## src/rtl/cmp_stats_pkg.sv

```systemverilog
// rtl/cmp_stats_pkg.sv - shared types, encodings and helpers for cmp_stats
package cmp_stats_pkg;

  // Widest count the majority helper handles; WINDOW tops out at 255
  localparam int STAT_W = 8;

  typedef enum logic {
    ST_ACCUM  = 1'b0,
    ST_REPORT = 1'b1
  } state_e;

  typedef enum logic [1:0] {
    MAJ_NONE = 2'b00,
    MAJ_GT   = 2'b01,
    MAJ_EQ   = 2'b10,
    MAJ_LT   = 2'b11
  } maj_e;

  // A comparator result is legal only when exactly one of {gt,eq,lt} is set
  function automatic logic is_onehot3(input logic [2:0] v);
    return (v == 3'b001) || (v == 3'b010) || (v == 3'b100);
  endfunction

  // Largest category wins; ties go eq, then gt, then lt; all zero means no verdict
  function automatic maj_e pick_major(input logic [STAT_W-1:0] g,
                                      input logic [STAT_W-1:0] e,
                                      input logic [STAT_W-1:0] l);
    if (g == '0 && e == '0 && l == '0) return MAJ_NONE;
    else if (e >= g && e >= l)         return MAJ_EQ;
    else if (g >= l)                   return MAJ_GT;
    else                               return MAJ_LT;
  endfunction

endpackage

```

## src/rtl/cmp_stats_if.sv

```systemverilog
// rtl/cmp_stats_if.sv - sample input and summary output bundle for cmp_stats
interface cmp_stats_if #(
  parameter int WINDOW = 16
);
  import cmp_stats_pkg::*;

  localparam int CW = $clog2(WINDOW + 1);

  logic          in_valid;
  logic          in_ready;
  logic          gt;
  logic          eq;
  logic          lt;
  logic          out_valid;
  logic          out_ready;
  logic [CW-1:0] gt_cnt;
  logic [CW-1:0] eq_cnt;
  logic [CW-1:0] lt_cnt;
  logic [CW-1:0] err_cnt;
  maj_e          major;

  // Producer of samples and consumer of summaries
  modport master (
    output in_valid, gt, eq, lt, out_ready,
    input  in_ready, out_valid, gt_cnt, eq_cnt, lt_cnt, err_cnt, major
  );

  // The statistics block itself
  modport slave (
    input  in_valid, gt, eq, lt, out_ready,
    output in_ready, out_valid, gt_cnt, eq_cnt, lt_cnt, err_cnt, major
  );

endinterface

```

## src/rtl/cmp_stats_cnt.sv

```systemverilog
// rtl/cmp_stats_cnt.sv - CW-bit counter with synchronous clear and increment enable
module cmp_stats_cnt #(
  parameter int CW = 5
) (
  input  logic          clk,
  input  logic          rst_n,
  input  logic          clr_i,
  input  logic          inc_i,
  output logic [CW-1:0] q_o
);

  logic [CW-1:0] cnt_q;
  logic [CW-1:0] cnt_d;

  // Clear wins over increment; the window bound keeps the count from wrapping
  always_comb begin
    cnt_d = cnt_q;
    if (clr_i)      cnt_d = '0;
    else if (inc_i) cnt_d = cnt_q + CW'(1);
  end

  // Count register, asynchronously cleared by reset
  always_ff @(posedge clk or negedge rst_n) begin
    if (!rst_n) cnt_q <= '0;
    else        cnt_q <= cnt_d;
  end

  assign q_o = cnt_q;

endmodule

```

## src/rtl/cmp_stats.sv

```systemverilog
// rtl/cmp_stats.sv - windowed gt/eq/lt/error statistics with majority verdict
module cmp_stats
  import cmp_stats_pkg::*;
#(
  parameter int WINDOW = 16
) (
  input  logic        clk,
  input  logic        rst_n,
  cmp_stats_if.slave  bus
);

  localparam int CW = $clog2(WINDOW + 1);

  state_e        state_q, state_d;
  maj_e          major_q, major_d;
  logic [CW-1:0] samp_q;
  logic [CW-1:0] gt_q, eq_q, lt_q, err_q;
  logic [CW-1:0] gt_nxt, eq_nxt, lt_nxt;
  logic          legal, in_fire, out_fire, last;
  logic          gt_inc, eq_inc, lt_inc, err_inc;

  // Handshakes depend only on the registered state, never on in_valid/out_ready paths
  assign in_fire  = bus.in_valid  && (state_q == ST_ACCUM);
  assign out_fire = bus.out_ready && (state_q == ST_REPORT);
  assign last     = in_fire && (samp_q == CW'(WINDOW - 1));

  assign legal   = is_onehot3({bus.gt, bus.eq, bus.lt});
  assign gt_inc  = in_fire &&  legal && bus.gt;
  assign eq_inc  = in_fire &&  legal && bus.eq;
  assign lt_inc  = in_fire &&  legal && bus.lt;
  assign err_inc = in_fire && !legal;

  // Post-edge counts so the verdict includes the sample that closes the window
  assign gt_nxt = gt_q + CW'(gt_inc);
  assign eq_nxt = eq_q + CW'(eq_inc);
  assign lt_nxt = lt_q + CW'(lt_inc);

  cmp_stats_cnt #(.CW(CW)) u_samp (.clk(clk), .rst_n(rst_n), .clr_i(out_fire), .inc_i(in_fire), .q_o(samp_q));
  cmp_stats_cnt #(.CW(CW)) u_gt   (.clk(clk), .rst_n(rst_n), .clr_i(out_fire), .inc_i(gt_inc),  .q_o(gt_q));
  cmp_stats_cnt #(.CW(CW)) u_eq   (.clk(clk), .rst_n(rst_n), .clr_i(out_fire), .inc_i(eq_inc),  .q_o(eq_q));
  cmp_stats_cnt #(.CW(CW)) u_lt   (.clk(clk), .rst_n(rst_n), .clr_i(out_fire), .inc_i(lt_inc),  .q_o(lt_q));
  cmp_stats_cnt #(.CW(CW)) u_err  (.clk(clk), .rst_n(rst_n), .clr_i(out_fire), .inc_i(err_inc), .q_o(err_q));

  // Next state and verdict: latch the verdict on the closing sample, drop it on summary accept
  always_comb begin
    state_d = state_q;
    major_d = major_q;
    case (state_q)
      ST_ACCUM: begin
        if (last) begin
          state_d = ST_REPORT;
          major_d = pick_major(STAT_W'(gt_nxt), STAT_W'(eq_nxt), STAT_W'(lt_nxt));
        end
      end
      ST_REPORT: begin
        if (bus.out_ready) begin
          state_d = ST_ACCUM;
          major_d = MAJ_NONE;
        end
      end
      default: begin
        state_d = ST_ACCUM;
        major_d = MAJ_NONE;
      end
    endcase
  end

  // State and verdict registers
  always_ff @(posedge clk or negedge rst_n) begin
    if (!rst_n) begin
      state_q <= ST_ACCUM;
      major_q <= MAJ_NONE;
    end else begin
      state_q <= state_d;
      major_q <= major_d;
    end
  end

  assign bus.in_ready  = (state_q == ST_ACCUM);
  assign bus.out_valid = (state_q == ST_REPORT);
  assign bus.gt_cnt    = gt_q;
  assign bus.eq_cnt    = eq_q;
  assign bus.lt_cnt    = lt_q;
  assign bus.err_cnt   = err_q;
  assign bus.major     = major_q;

endmodule

```

## src/flat_wrapper.sv

```systemverilog
// flat-port wrapper written by rule: the top's interface ports become plain ports
module cmp_stats_flat import cmp_stats_pkg::*;
#(
  parameter int WINDOW = 16
)
  (clk, rst_n, bus_in_valid, bus_gt, bus_eq, bus_lt, bus_out_ready, bus_in_ready, bus_out_valid, bus_gt_cnt, bus_eq_cnt, bus_lt_cnt, bus_err_cnt, bus_major);
  cmp_stats_if #(.WINDOW(WINDOW)) bus_i ();
  input  logic clk;
  input  logic rst_n;
  input wire logic [$bits(bus_i.in_valid)-1:0] bus_in_valid;
  input wire logic [$bits(bus_i.gt)-1:0] bus_gt;
  input wire logic [$bits(bus_i.eq)-1:0] bus_eq;
  input wire logic [$bits(bus_i.lt)-1:0] bus_lt;
  input wire logic [$bits(bus_i.out_ready)-1:0] bus_out_ready;
  output wire logic [$bits(bus_i.in_ready)-1:0] bus_in_ready;
  output wire logic [$bits(bus_i.out_valid)-1:0] bus_out_valid;
  output wire logic [$bits(bus_i.gt_cnt)-1:0] bus_gt_cnt;
  output wire logic [$bits(bus_i.eq_cnt)-1:0] bus_eq_cnt;
  output wire logic [$bits(bus_i.lt_cnt)-1:0] bus_lt_cnt;
  output wire logic [$bits(bus_i.err_cnt)-1:0] bus_err_cnt;
  output wire logic [$bits(bus_i.major)-1:0] bus_major;
  assign bus_i.in_valid = bus_in_valid;
  assign bus_i.gt = bus_gt;
  assign bus_i.eq = bus_eq;
  assign bus_i.lt = bus_lt;
  assign bus_i.out_ready = bus_out_ready;
  assign bus_in_ready = bus_i.in_ready;
  assign bus_out_valid = bus_i.out_valid;
  assign bus_gt_cnt = bus_i.gt_cnt;
  assign bus_eq_cnt = bus_i.eq_cnt;
  assign bus_lt_cnt = bus_i.lt_cnt;
  assign bus_err_cnt = bus_i.err_cnt;
  assign bus_major = bus_i.major;
  cmp_stats #(.WINDOW(WINDOW)) u_core (.clk(clk), .rst_n(rst_n), .bus(bus_i));
endmodule
```

## config.mk

```make
export PLATFORM = sky130hd
export DESIGN_NAME = cmp_stats_flat
export DESIGN_NICKNAME = d
export VERILOG_FILES = /design/src/rtl/cmp_stats_pkg.sv /design/src/rtl/cmp_stats_if.sv /design/src/rtl/cmp_stats_cnt.sv /design/src/rtl/cmp_stats.sv /design/src/flat_wrapper.sv
export SDC_FILE = /design/constraint.sdc
export NUM_CORES = 1
export LEC_CHECK = 0
export ABC_AREA = 1
export BUFFER_PORTS_ARGS = -buffer_cell sky130_fd_sc_hd__buf_2
export CORE_MARGIN = 2
export CORE_UTILIZATION = 40
export CTS_CLUSTER_DIAMETER = 200
export CTS_CLUSTER_SIZE = 25
export DETAILED_ROUTE_END_ITERATION = 12
export PLACE_DENSITY = 0.71
export SLEW_MARGIN = 20
export SYNTH_ARGS = -nofsm -noshare
export SYNTH_HDL_FRONTEND = slang
export SYNTH_SLANG_ARGS = --single-unit
```

## constraint.sdc

```tcl
create_clock -name clk -period 2.1 [get_ports clk]
set_input_delay 0.315 -clock clk [delete_from_list [all_inputs] [get_ports clk]]
set_output_delay 0.315 -clock clk [all_outputs]
set_load 0.03 [all_outputs]
```

==> results.cfg <==
[setup_path]
crit_type = reg -> reg
crit_chain = nor2_8, nand4_4, clkinv_4, ha_4, ha_4, inv_4, ha_1, o21ai_1, nand2_1, nand2_1, nand3_1, nand2_1, nand2_1, nand2_1, nand2_1, nand2_1
startpoint_type = register
cp.buffers_inverters = 2
cp_slowest_stage_delay_ns = 0.47
critPathCaptureType = register
crit_fanout = 4
cp_common_cell = nand2_1
critPathSlowestCell = dfrtp_2
critical_path_arrival_ns = 2.29
critical_path_required_ns = 2.33
crit_family = simple AND/OR/NAND/NOR gates

[final_layout]
area_growth_syn_to_layout_pct = 26.8
final_area_mm2 = 0.00258
drive_gt1_share_pct = 26.1
diodes = 0
nNetsFinal = 356

[route]
via_count = 1937
drt-total-wl_um = 4790
maxUsedRoutingLayer = met4
wl_per_cell_um = 12.1
drc = 0
routed_via_density = 4.88
dr_wl_met3_um = 166
wl_met2_um = 2270
drt-initial-drc-count = 94
drtPass1Iterations = 4
wl_met1_um = 2250
route.antenna.remaining_nets = 0

[synth]
syn_inst = 281
yosys_register_bits = 28
yosys-top-cells-area = dfrtp_1 (34%), nand2_1 (15%), ha_1 (11%)
synth_flop_cell = dfrtp_1
synth_area_mm2 = 0.00203
yosysTopAreaCell = dfrtp_1
yosysUniqueCellTypes = 31
yosys-top-cells-count = nand2_1 (80), inv_1 (41), dfrtp_1 (28), nor2_1 (22)
synth_nets = 306
seq_area_frac_synth_pct = 34.4
ys_warn_count = 0
synth-edff-count = 0
synth-async-reset-ratio_pct = 100
yosysMostFrequentCell = nand2_1
yosysTopAreaCellShare_pct = 34.4
postSynthAreaPerCell_um2 = 7.24

[placement]
port_buffers = 30
gp_congestion = 0.876
dpl-instance-area_mm2 = 0.00246
dpl.hpwl_um = 3620

[grt]
grt_usage_pct = 18.9
grt_pass1_vias = 1847
grt_overflow = 0
grt_max_degree = 29
antenna_found_initial = 0
grt_pass1_wl_um = 8260

[floorplan]
ios = 31
core_area_mm2 = 0.00482
rows = 25
fp.dieH_um = 75.3
die_w_um = 75.3
dieArea_mm2 = 0.00567
start_util_pct = 42.2

[timing]
period_needed_ns = 2.07
slew_headroom_pct = 57.4
setup_tns_ns = 0
setup_viol = 0
rsz0062_at_grt = true
maxSlewViolCount = 0
fin_skew_ns = 0.00295
tightest_slew_ns = 0.639
hold_viol = 0
max_freq_ghz = 0.484
final.period_utilization_pct = 98.4

[clock_network]
clk_latency_ns = 0.28
path_clk_slew_ns = 0.10
htreeDepth = 1
cts_tree = built
cts_hold_buf = 0
root_buffer = clkbuf_8
cts_num_sinks = 28
cts_made_buffers = 3
clockBufferDepth = 2

[power_and_ir_drop]
power.density_mw_per_mm2 = 1450
power.leakage_nw = 1.34
vdd_drop_max_mv = 0.840

[min_path]
hold_class = in -> async

[status]
run_status = complete, no violations

[flow_run]
drv_cap = 0
[worst register-to-register path: stages, from the launching register on]
cell and delay, ns:
dfrtp_2 0.47, nor2_8 0.16, nand4_4 0.13, clkinv_4 0.08, ha_4 0.14, ha_4 0.20
inv_4 0.06, ha_1 0.22, o21ai_1 0.08, nand2_1 0.08, nand2_1 0.07, nand3_1 0.07
nand2_1 0.06, nand2_1 0.05, nand2_1 0.05, nand2_1 0.05, nand2_1 0.05
[registers in the layout, summed over array words and instances, names as in the netlist]
name / cells
u_core.u_eq.q_o: 5
u_core.u_lt.q_o: 5
u_core.u_err.q_o: 5
u_core.bus.out_valid: 1
u_core.u_gt.q_o: 5
u_core.bus.major: 2
u_core.u_samp.q_o: 5
[placed cells by master, fill, tap and decap left out, types with 3 or more instances in the layout]
cell type  synthesis  final
ha_4               0      8
nand4_1            7      7
a21oi_1           11     11
o21ai_1            7      8
nand2_1           80     80
o21ai_0           11      9
nor3_1             4      4
ha_1              18     10
buf_2              1     30
nand2_2            3      3
inv_2              6      8
inv_1             41     38
nor2_1            22     22
clkbuf_8           0      3
dfrtp_1           28     27
buf_4              0     17
nand3_1           18     17
[routing by layer]
| metal | vias up | track usage [%] |
|---|---|---|
| met5 | - | 0 |
| met4 | 0 | 7.02 |
| met3 | 11 | 2.12 |
| met2 | 54 | 33.7 |
| met1 | 879 | 23.4 |
| li1 | 993 | - |
[path summary, 6_finish.rpt]
path	startpoint	to	slack, ns	cells after the start
max in group asynchronous	rst_n	u_core.bus.out_valid	1.60	1
min in group clk	bus_out_ready	u_core.bus.out_valid	0.23	2
worst max-delay path	u_core.bus.out_valid	u_core.bus.major[1]	0.03	16
worst min-delay path	rst_n	u_core.u_gt.q_o[3]	0.05	1
worst max register to register	u_core.bus.out_valid	u_core.bus.major[1]	0.03	16
worst min register to register	u_core.bus.major[1]	u_core.bus.major[1]	0.48	2
[cells by family after synthesis]
group	Yosys count	synth area share, %
and+or+nand+nor	146	34.7
adders and majority gates	18	11.1
AOI/OAI and AO/OA	32	8.18
buffers and inverters	54	10.3
DFF	28	34.4
xor gates and xnor gates	3	1.29
[metrics by stage]
step	cells	power (W)	setup WS, ns	hold slack [ns]	utilization (%)
2_1_floorplan	281	0.00265	-0.0471	0.0194	-
5_1_grt	397	0.00411	-0.116	0.0987	53.5
3_5_place_dp	389	0.00322	-0.113	0.380	51.0
6_report	397	0.00375	0.0327	0.0453	53.5
3_3_place_gp	389	0.00314	-0.0761	0.370	51.0
4_1_cts	397	0.00377	0.00299	0.0673	53.5
[timing repair]
| item | 4_1_cts | 5_1_grt |
|---|---|---|
| setup buffers | 4 | 0 |
| endpoints found under the setup margin | 1 | 2 |
| resized for setup | 6 | 0 |
| pin swaps | 7 | 2 |
[where the power goes]
part / total (W) / switching, W / internal [W]
sequential: 0.00113 / 0.000348 / 0.000783
clock: 0.000436 / 0.000180 / 0.000256
combinational: 0.00218 / 0.00140 / 0.000786
total: 0.00375 / 0.00193 / 0.00182
[area by class of cell]
cell class                      instances  area (µm²)
Clock buffer                            3        41.3
Fill cell                             461        2240
Sequential cell                        28         702
Multi-Input combinational cell        199        1230
Inverter                               52         210
Tap cell                               67        83.8
Timing Repair Buffer                   47         278
Clock inverter                          1        30.0
No activity file was read; power rests on OpenSTA's default activity.
